## config.mk

```make
export PLATFORM = sky130hd
export DESIGN_NAME = mem_arbiter
export DESIGN_NICKNAME = d
export VERILOG_FILES = /design/src/rtl/mem_arbiter.sv
export SDC_FILE = /design/constraint.sdc
export NUM_CORES = 1
export LEC_CHECK = 0
export ABC_AREA = 1
export CAP_MARGIN = 40
export CELL_PAD_IN_SITES_DETAIL_PLACEMENT = 1
export CELL_PAD_IN_SITES_GLOBAL_PLACEMENT = 1
export CORE_MARGIN = 2
export CORE_UTILIZATION = 22
export DETAILED_ROUTE_END_ITERATION = 8
export GPL_ROUTABILITY_DRIVEN = 0
export PLACE_DENSITY = 0.93
export SLEW_MARGIN = 15
export SYNTH_ARGS = -nofsm -noshare
export SYNTH_HDL_FRONTEND = slang
export SYNTH_SLANG_ARGS = --single-unit
export TNS_END_PERCENT = 10
```

## constraint.sdc

```tcl
create_clock -name clk -period 2.1 [get_ports clk]
set_input_delay 0.42 -clock clk [delete_from_list [all_inputs] [get_ports clk]]
set_output_delay 0.42 -clock clk [all_outputs]
set_load 0.05 [all_outputs]
```

## src/rtl/mem_arbiter.sv

```systemverilog
// Round-robin arbiter sharing one memory port between the fetch (IF) and load/store (LS) requesters.
// One transaction is outstanding at a time; each response is routed back to the requester that issued it.
module mem_arbiter #(
    parameter int bits = 32
) (
    input  logic              clk,
    input  logic              rst,
    input  logic              if_req,
    input  logic [bits-1:0]   if_addr,
    input  logic              if_flush,
    output logic              if_gnt,
    output logic              if_valid,
    output logic [bits-1:0]   if_rdata,
    input  logic              ls_req,
    input  logic              ls_we,
    input  logic [bits-1:0]   ls_addr,
    input  logic [bits-1:0]   ls_wdata,
    input  logic [bits/8-1:0] ls_be,
    output logic              ls_gnt,
    output logic              ls_valid,
    output logic [bits-1:0]   ls_rdata,
    output logic              proc_req,
    output logic              we,
    output logic [bits-1:0]   addr,
    output logic [bits-1:0]   wdata,
    output logic [bits/8-1:0] be,
    input  logic              mem_rdy,
    input  logic              valid,
    input  logic [bits-1:0]   rdata,
    output logic              busy
);

    localparam logic [1:0] S_IDLE = 2'd0;
    localparam logic [1:0] S_REQ  = 2'd1;
    localparam logic [1:0] S_WAIT = 2'd2;

    localparam logic OWN_IF = 1'b0;
    localparam logic OWN_LS = 1'b1;

    logic [1:0]        r_state;
    logic              r_owner;
    logic              r_last;
    logic              r_drop;
    logic              r_we;
    logic [bits-1:0]   r_addr;
    logic [bits-1:0]   r_wdata;
    logic [bits/8-1:0] r_be;

    logic              w_idle;
    logic              w_if_win;
    logic              w_ls_win;
    logic              w_resp;
    logic              w_flush_hit;

    // Grants depend only on state and request lines, never on mem_rdy/valid.
    assign w_idle      = (r_state == S_IDLE) && rst;
    assign w_if_win    = w_idle && if_req && (!ls_req || (r_last == OWN_LS));
    assign w_ls_win    = w_idle && ls_req && (!if_req || (r_last == OWN_IF));
    assign w_resp      = (r_state == S_WAIT) && valid;
    assign w_flush_hit = if_flush && (r_owner == OWN_IF);

    always_ff @(posedge clk or negedge rst) begin
        if (!rst) begin
            r_state <= S_IDLE;
            r_owner <= OWN_IF;
            r_last  <= OWN_LS;
            r_drop  <= 1'b0;
            r_we    <= 1'b0;
            r_addr  <= '0;
            r_wdata <= '0;
            r_be    <= '0;
        end else begin
            case (r_state)
                S_IDLE: begin
                    if (w_if_win) begin
                        r_owner <= OWN_IF;
                        r_last  <= OWN_IF;
                        r_drop  <= 1'b0;
                        r_we    <= 1'b0;
                        r_addr  <= if_addr;
                        r_wdata <= '0;
                        r_be    <= '1;
                        r_state <= S_REQ;
                    end else if (w_ls_win) begin
                        r_owner <= OWN_LS;
                        r_last  <= OWN_LS;
                        r_drop  <= 1'b0;
                        r_we    <= ls_we;
                        r_addr  <= ls_addr;
                        r_wdata <= ls_wdata;
                        r_be    <= ls_be;
                        r_state <= S_REQ;
                    end
                end
                S_REQ: begin
                    if (w_flush_hit) begin
                        r_drop <= 1'b1;
                    end
                    if (mem_rdy) begin
                        r_state <= S_WAIT;
                    end
                end
                S_WAIT: begin
                    // A flushed fetch still waits for its response so the memory side stays in step.
                    if (w_flush_hit) begin
                        r_drop <= 1'b1;
                    end
                    if (valid) begin
                        r_state <= S_IDLE;
                    end
                end
                default: r_state <= S_IDLE;
            endcase
        end
    end

    assign if_gnt   = w_if_win;
    assign ls_gnt   = w_ls_win;
    assign if_valid = w_resp && (r_owner == OWN_IF) && !r_drop;
    assign ls_valid = w_resp && (r_owner == OWN_LS);
    assign if_rdata = if_valid ? rdata : '0;
    assign ls_rdata = ls_valid ? rdata : '0;

    assign proc_req = (r_state == S_REQ);
    assign we       = r_we;
    assign addr     = r_addr;
    assign wdata    = r_wdata;
    assign be       = r_be;
    assign busy     = (r_state != S_IDLE);

endmodule

```

==> After elaboration in Yosys (flattened, before gate mapping) <==
Index checks and enable logic that the tools add are counted.
{ "op_classes": {"eq_ne": 6, "muxes": 21, "n_bitwise": 2, "n_reduce_logical": 23} }
{ "ops": {"columns": ["operator", "count"], "rows": [
  ["two-way mux 32 bit", 6],
  ["logical AND 1 bit", 10],
  ["two-way mux 2 bit", 4],
  ["two-way mux 4 bit", 2],
  ["two-way mux 1 bit", 7],
  ["case mux 2 bit (3 select lines)", 1],
  ["AND reduction 3 bit", 2],
  ["nonzero test 2 bit", 3],
  ["inequality test 2 x 1 -> 1 bit (second input constant)", 2],
  ["logical NOT 1 bit", 3],
  ["inequality test 3 bit (second input constant)", 1],
  ["equality test 2 x 1 -> 1 bit (second input constant)", 1],
  ["equality test 2 bit (second input constant)", 1],
  ["logical NOT 2 bit", 1],
  ["logical OR 1 bit", 2],
  ["inequality test 2 bit (second input constant)", 1],
  ["NOT 1 bit", 2],
  ["case mux 1 bit (2 select lines)", 1],
  ["AND reduction 2 bit", 1],
  ["OR reduction 2 bit", 1]
]} }
{ "word_totals": {"register_bits": 74, "output_inout_bits": 139} }

==> Longest topological paths before layout <==
Gate-level depths: netlist of the first run.
{ "logic_depth": {"word_depth": 7, "ltp_mapped": 10} }

==> Worst setup path before layout of the first run <==
No wires, ideal clock.
{ "synth_path": {"path_type": "reg2out", "from": "register r_state[0]", "to": "output if_rdata[10]", "arrival_ns": 2.981, "required_time_ns": 1.680, "setup_slack_ns": -1.301, "path_stages_with_launch": 8, "cell_sequence": "dfrtp_1 -> inv_1 -> ha_1 -> nand2_1 -> nor3_1 -> inv_1 -> clkbuf_1 -> nor2_1"} }
{ "synth_via": {"elab_chain_len": 5} }
{ "synth_lines": {"columns": ["element", "line_no", "text"], "rows": [
  ["start, declared", "40", "logic [1:0] r_state;"],
  ["start signal, assigned", "64", "r_state <= S_IDLE;"],
  ["start signal, assigned", "83", "r_state <= S_REQ;"],
  ["start signal, assigned", "92", "r_state <= S_REQ;"],
  ["equality test 2 bit", "59", "assign w_resp = (r_state == S_WAIT) && valid;"],
  ["logical AND 1 bit", "59", null],
  ["logical AND 1 bit (2 in a row)", "119", "assign if_valid = w_resp && (r_owner == OWN_IF) && !r_drop;"],
  ["named net if_valid", "12", "output logic if_valid,"],
  ["two-way mux 32 bit", "121", "assign if_rdata = if_valid ? rdata : '0;"],
  ["end, declared", "13", "output logic [bits-1:0] if_rdata,"]
]} }
The timed path passes the listed nets, and every way through them passes these cells.

==> Final worst setup path of the first run <==
{ "layout_path": {"from": "register r_state[0]", "to": "output if_rdata[12]"} }
{ "layout_via": {"elab_chain_len": 5} }
{ "layout_lines": {"columns": ["element", "line_no"], "rows": [
  ["equality test 2 bit", "59"],
  ["logical AND 1 bit", "59"],
  ["logical AND 1 bit (2 in a row)", "119"],
  ["two-way mux 32 bit", "121"]
]} }
No other way between the ends.

==> results of run 1 <==
-- synth_stat cells --
cell type / instances / area (um^2)
nand2_1: 143 / 537
nor2_1: 98 / 368
dfrtp_1: 73 / 1830
inv_1: 44 / 165
o21ai_0: 35 / 175
a21oi_1: 32 / 160
clkbuf_1: 11 / 41.3
buf_2: 6 / 30.0
buf_6: 5 / 56.3
ha_1: 5 / 62.6
nand3_1: 5 / 25.0
o22a_1: 4 / 35.0
buf_4: 3 / 22.5
inv_2: 2 / 7.51
nand2_2: 2 / 12.5
clkinv_1: 1 / 3.75
dfstp_2: 1 / 26.3
nand2_4: 1 / 11.3
nor2_2: 1 / 6.26
nor3_1: 1 / 5.00
o22ai_1: 1 / 6.26
-- state kept, by name, summed over array words and instances (netlist names) --
name and flops:
be 4, we 1, wdata 32, r_drop 1
r_last 1, addr 32, r_state 2, r_owner 1
-- metrics by stage --
step	cells	power, uW	instance area, um^2	hold slack (ns)
floorplan	474	6180	4150	0.124
global placement	967	8490	7730	0.452
detailed placement	967	8690	7730	0.459
CTS	989	10500	8230	0.0923
global route	992	11100	8300	0.131
finish	992	10600	8300	0.111
-- final cells by class --
class,count,area [um^2]
flip-flops and latches,74,1850
fillers,1749,7580
diodes,1,2.50
clock inverters,6,90.1
multi-input cells,328,1950
repair buffers,310,3720
clock buffers,10,229
well taps,216,270
inverters,47,189
-- per-layer routing --
layer  routed length (um)  share of wire, %  vias up
li1                     -                 -     2043
met1                 7120                37     2099
met2                10200                53      209
met3                 1510               7.8       33
met4                  458               2.4        2
met5                   13             0.067        -
-- worst max path at each step --
stage / to / startpoint
final: if_rdata[12] / r_state[0]$_DFFE_PN0P_
after global routing: if_rdata[5] / r_state[0]$_DFFE_PN0P_
after CTS: if_rdata[6] / r_state[0]$_DFFE_PN0P_
after detailed placement: if_rdata[11] / valid
after global placement: if_rdata[10] / valid
after floorplan: if_rdata[10] / r_state[0]$_DFFE_PN0P_
-- worst max-delay path, cell delays in order, from the launching register on --
cell	delay, ns
dfrtp_1	0.40
inv_2	0.09
ha_4	0.15
nand2_4	0.07
nor3_4	0.19
inv_4	0.13
buf_12	0.18
nor2_4	0.12
buf_12	0.15
-- cells by family (layout without fill, tap and decap cells) --
group	after synthesis	count (layout)	share of synthesized area, %
AO/OA/AOI/OAI	72	72	10.5
flip-flops	74	74	51.7
AND/OR/NAND/NOR	251	251	26.9
other	0	1	0
buffers and inverters	72	373	9.11
adder cells (fa/ha/maj)	5	5	1.75
-- power by group through the flow --
stage	clock [uW]	combinational, uW	sequential [uW]
after floorplan	0	1770	4410
after global placement	0	6080	2410
after detailed placement	0	6240	2450
after CTS	1740	6370	2420
after global routing	1800	6810	2500
final	1680	6470	2430
-- repair_timing --
action                                 in CTS  in global routing
setup buffers                               4                  3
cloned                                      2                  0
gates resized for setup                    32                 14
setup endpoints to repair                  65                102
endpoints found under the hold margin       0                  0
pin swaps                                   4                  2
==> key figures, run 1 <==
Die
  • Core Area: 15900 um^2
  • Core Rows: 46
  • Die X: 132 um
  • Starting Density: 22.6%
  • Die area: 17300 um^2
  • Die Ht: 132 um
  • Num ports: 279

Flow run
  • Maxcap violations: 0

Place
  • I/O Buffers: 278
  • Pre-CTS setup slack: -0.172 ns
  • Post-DP HPWL: 14.5 mm

Critical path
  • R2R Path Start: r_state[0]$_DFFE_PN0P_
  • CP max FO: 7
  • Startpoint type of the worst setup path: register
  • R2R setup slack: 0.05 ns
  • Required time worst endpoint: 1.68 ns
  • WP data arrival: 1.83 ns
  • Reg2Reg Depth: 12
  • Reg2reg end: wdata[25]$_DFFE_PN0P_
  • Setup crit end kind: output port
  • Setup CP Type: reg2out

Power and ir drop
  • Peak VDD IR: 0.641 mV
  • Internal: 5370 uW
  • Net Switching: 5210 uW
  • Sequential Power Share: 23.0%
  • Clock network power share: 15.9%
  • PD cells: 1270 nW/um^2
  • Leakage Power: 0.00357 uW
  • Sw Share: 49.3%
  • Comb power frac: 61.2%

Logic synthesis
  • Seq/Total Area, Yosys: 51.7%
  • Post-Syn Instances: 474
  • Yosys cell types: 21
  • Post-Syn Area: 3580 um^2
  • Synth Register Bits: 74
  • Syn. warnings: 0
  • Syn_nets: 619
  • Mean Syn Cell Area: 7.56 um^2

Global routing
  • Most used routing layer: met2
  • Met3 usage: 7.60%
  • Total congestion overflow: 0
  • Met2 Track Usage GR: 42.1%
  • Initial antenna violation count: 2
  • Vias in the first global route: 4979
  • GRT Total Usage: 22.6%
  • GRT met1 Usage: 23.2%
  • Global-route wire length before repair: 29.9 mm
  • Pin count of the biggest net entering global routing: 52

Timing
  • Fin crit period: 2.25 ns
  • RSZ-0062 raised after global routing: true
  • Clock skew: 0.00761 ns
  • Period Utilization, post-route: 107%
  • Setup WS post-layout: -0.145 ns
  • Final Hold Fails: 0
  • Fmax: 0.445 GHz
  • Final max-slew violation count: 0
  • TNS Setup: -6.42 ns
  • Max-slew headroom: 55.0%
  • Final setup viols: 61
  • Worst slew pin tran: 0.676 ns

Route
  • Wire per inst: 19.5 um
  • Routed WL: 19.3 mm
  • Initial DRT Pass Iterations: 4
  • Post-route ant nets: 0
  • DR iter-0 viols: 118
  • Via density per instance: 4.42
  • DR vias: 4386
  • DRC viols: 0

Layout
  • Nets: 915
  • Layout cells sized above 1: 26.2%
  • Most frequent cells in the layout: 204 x clkdlybuf4s50_1, 141 x nand2_1, 73 x dfrtp_1
  • Fin util: 52.3%
  • Synthesis-to-layout area growth: 132%
  • Commonest non-fill, non-tap cell in the layout: clkdlybuf4s50_1

CTS
  • CTS Buffer Depth: 2
  • CTS H-Tree Depth: 3
  • Clock-pin slew on the worst setup and hold paths: 0.06 ns
  • CTS root buffer: clkbuf_16
  • CTS tree: yes
  • Clk_lat worst skew: 0.34 ns
  • Clk sinks: 74
  • Number of CTS-inserted buffers: 9
  • Cts-stage hold buffer count: 0

Run status
  • Failing checks: negative setup slack
  • Status: finished, violations left

Worst hold path
  • Hold Crit Class: in2async
Power figures use the tool's default switching activity.
==> run 2: changes to the inputs <==
--- a/config.mk
+++ b/config.mk
@@ -11,6 +11,7 @@
 export CELL_PAD_IN_SITES_GLOBAL_PLACEMENT = 1
 export CORE_MARGIN = 2
 export CORE_UTILIZATION = 22
+export CTS_BUF_LIST = sky130_fd_sc_hd__clkbuf_4 sky130_fd_sc_hd__clkbuf_8
 export DETAILED_ROUTE_END_ITERATION = 8
 export GPL_ROUTABILITY_DRIVEN = 0
 export PLACE_DENSITY = 0.93
==> run 2 against run 1 <==
The flow still finishes with violations (negative setup slack). Via count is essentially flat. Flip-flop and latch count is the same. Clock power shrank 24%. Final cell count shrank 0.10%. Utilization shrank 0.72 points. Clock-buffer cell count is the same. Sequential power is essentially flat. Critical path type unchanged. Critical endpoint is now if_rdata[26].
==> key figures, run 2 (synthesized netlist as in run 1, its figures left out) <==
Critical path
  • Setup crit end kind: output port
  • Startpoint type of the worst setup path: register
  • Worst path cell trace: inv_2, ha_4, nand2_4, nor3_4, inv_4, buf_16, nor2_4, buf_12
  • CP max FO: 10
  • CP Launch Point: r_state[0]$_DFFE_PN0P_
  • CP max stage cell: dfrtp_1
  • CP bufs+invs: 4
  • CP peak stage delay: 0.41 ns
  • Required time worst endpoint: 1.68 ns
  • Worst path top cell family by delay: buffers and inverters
  • WP data arrival: 1.85 ns
  • R2R Path Start: r_state[0]$_DFFE_PN0P_
  • Setup CP Type: reg2out

Global routing
  • GRT Total Usage: 22.1%
  • Global-route wire length before repair: 29.5 mm
  • Total congestion overflow: 0
  • Pin count of the biggest net entering global routing: 52
  • Initial antenna violation count: 2
  • Vias in the first global route: 4948

Layout
  • Commonest non-fill, non-tap cell in the layout: clkdlybuf4s50_1
  • Post-route insts no fill: 991
  • Most frequent cells in the layout: 205 x clkdlybuf4s50_1, 141 x nand2_1, 73 x dfrtp_1
  • Synthesis-to-layout area growth: 129%
  • Layout cells sized above 1: 26.1%
  • Fillers: 1774
  • Reg area: 1850 um^2
  • Multi-input gate area: 1940 um^2
  • Nets: 914
  • Fin util: 51.6%

CTS
  • Clk_lat worst skew: 0.36 ns
  • CTS H-Tree Depth: 3
  • Clock-pin slew on the worst setup and hold paths: 0.09 ns
  • CTS Buffer Depth: 2
  • Number of CTS-inserted buffers: 9
  • CTS tree: yes
  • Cts-stage hold buffer count: 0
  • Clk sinks: 74
  • CTS root buffer: clkbuf_8

Timing
  • Fin crit period: 2.27 ns
  • Max-slew headroom: 55.0%
  • Period Utilization, post-route: 108%
  • TNS Setup: -7.10 ns
  • Final max-slew violation count: 0
  • Final setup viols: 62
  • Setup WS post-layout: -0.172 ns
  • Final Hold Fails: 0
  • RSZ-0062 raised after global routing: true
  • Fmax: 0.440 GHz
  • Clock skew: 0.00977 ns
  • Worst slew pin tran: 0.675 ns

Power and ir drop
  • PD cells: 1230 nW/um^2
  • Peak VDD IR: 0.640 mV
  • Leakage Power: 0.00352 uW

Route
  • Post-route ant nets: 0
  • DR vias: 4385
  • DRC viols: 0
  • Routed WL: 19.0 mm
  • Wire per inst: 19.2 um
  • Initial DRT Pass Iterations: 4
  • DR iter-0 viols: 95
  • Via density per instance: 4.42

Place
  • Placed cells: 967
  • Post-DP HPWL: 14.5 mm
  • I/O Buffers: 278

Run status
  • Failing checks: negative setup slack
  • Status: finished, violations left

Die
  • Starting Density: 22.6%
  • Core Rows: 46
  • Num ports: 279
  • Core Area: 15900 um^2
  • Die X: 132 um
  • Die Ht: 132 um
  • Die area: 17300 um^2

Flow run
  • Maxcap violations: 0

Worst hold path
  • Hold Crit Class: in2async
run 2: routing by layer:
metal	GRT usage (%)	up-vias	routed length, um
met1	23.2	2105	7010
met5	0	-	13
met4	9.24	2	576
met2	39.9	207	9750
li1	-	2039	-
met3	7.95	32	1640
run 2: where the power goes:
group | leakage (uW) | internal [uW] | total (uW) | switching (uW)
Sequential | 0.000899 | 2050 | 2420 | 369
Combinational | 0.00251 | 2230 | 6400 | 4180
Clock | 0.000110 | 687 | 1280 | 588
run 2: worst paths after layout:
kind	to	slack (ns)	cells past startpoint
setup / recovery	if_rdata[26]	-0.17	8
hold / removal	addr[1]$_DFFE_PN0P_	0.08	2
setup reg to reg	wdata[25]$_DFFE_PN0P_	0.12	11
hold reg to reg	wdata[21]$_DFFE_PN0P_	0.48	2
max in group asynchronous	addr[26]$_DFFE_PN0P_	1.03	3
min in group clk	wdata[21]$_DFFE_PN0P_	0.48	2
run 2: through the flow:
step                power, uW  hold WS [ns]  setup slack [ns]  instance area (um^2)
finish                  10100        0.0761            -0.172                  8190
global route            10600        0.0746            -0.283                  8190
CTS                     10100        0.0494            -0.147                  8150
detailed placement       8690         0.459            -0.172                  7730
global placement         8490         0.452            -0.140                  7730
floorplan                6180         0.124            -0.207                  4150
run 2: layout make-up:
class | instances | area share (%)
diodes | 1 | 0.0306
clock buffers | 10 | 1.60
clock inverters | 6 | 1.10
inverters | 47 | 2.31
multi-input cells | 328 | 23.6
flip-flops and latches | 74 | 22.6
well taps | 216 | 3.30
repair buffers | 309 | 45.4
run 2: repair_timing:
item                       in CTS  in global routing
setup buffers                   4                  1
resized for setup              33                  9
cloned                          2                  0
setup endpoints to repair      67                102
pin swaps                       5                  1
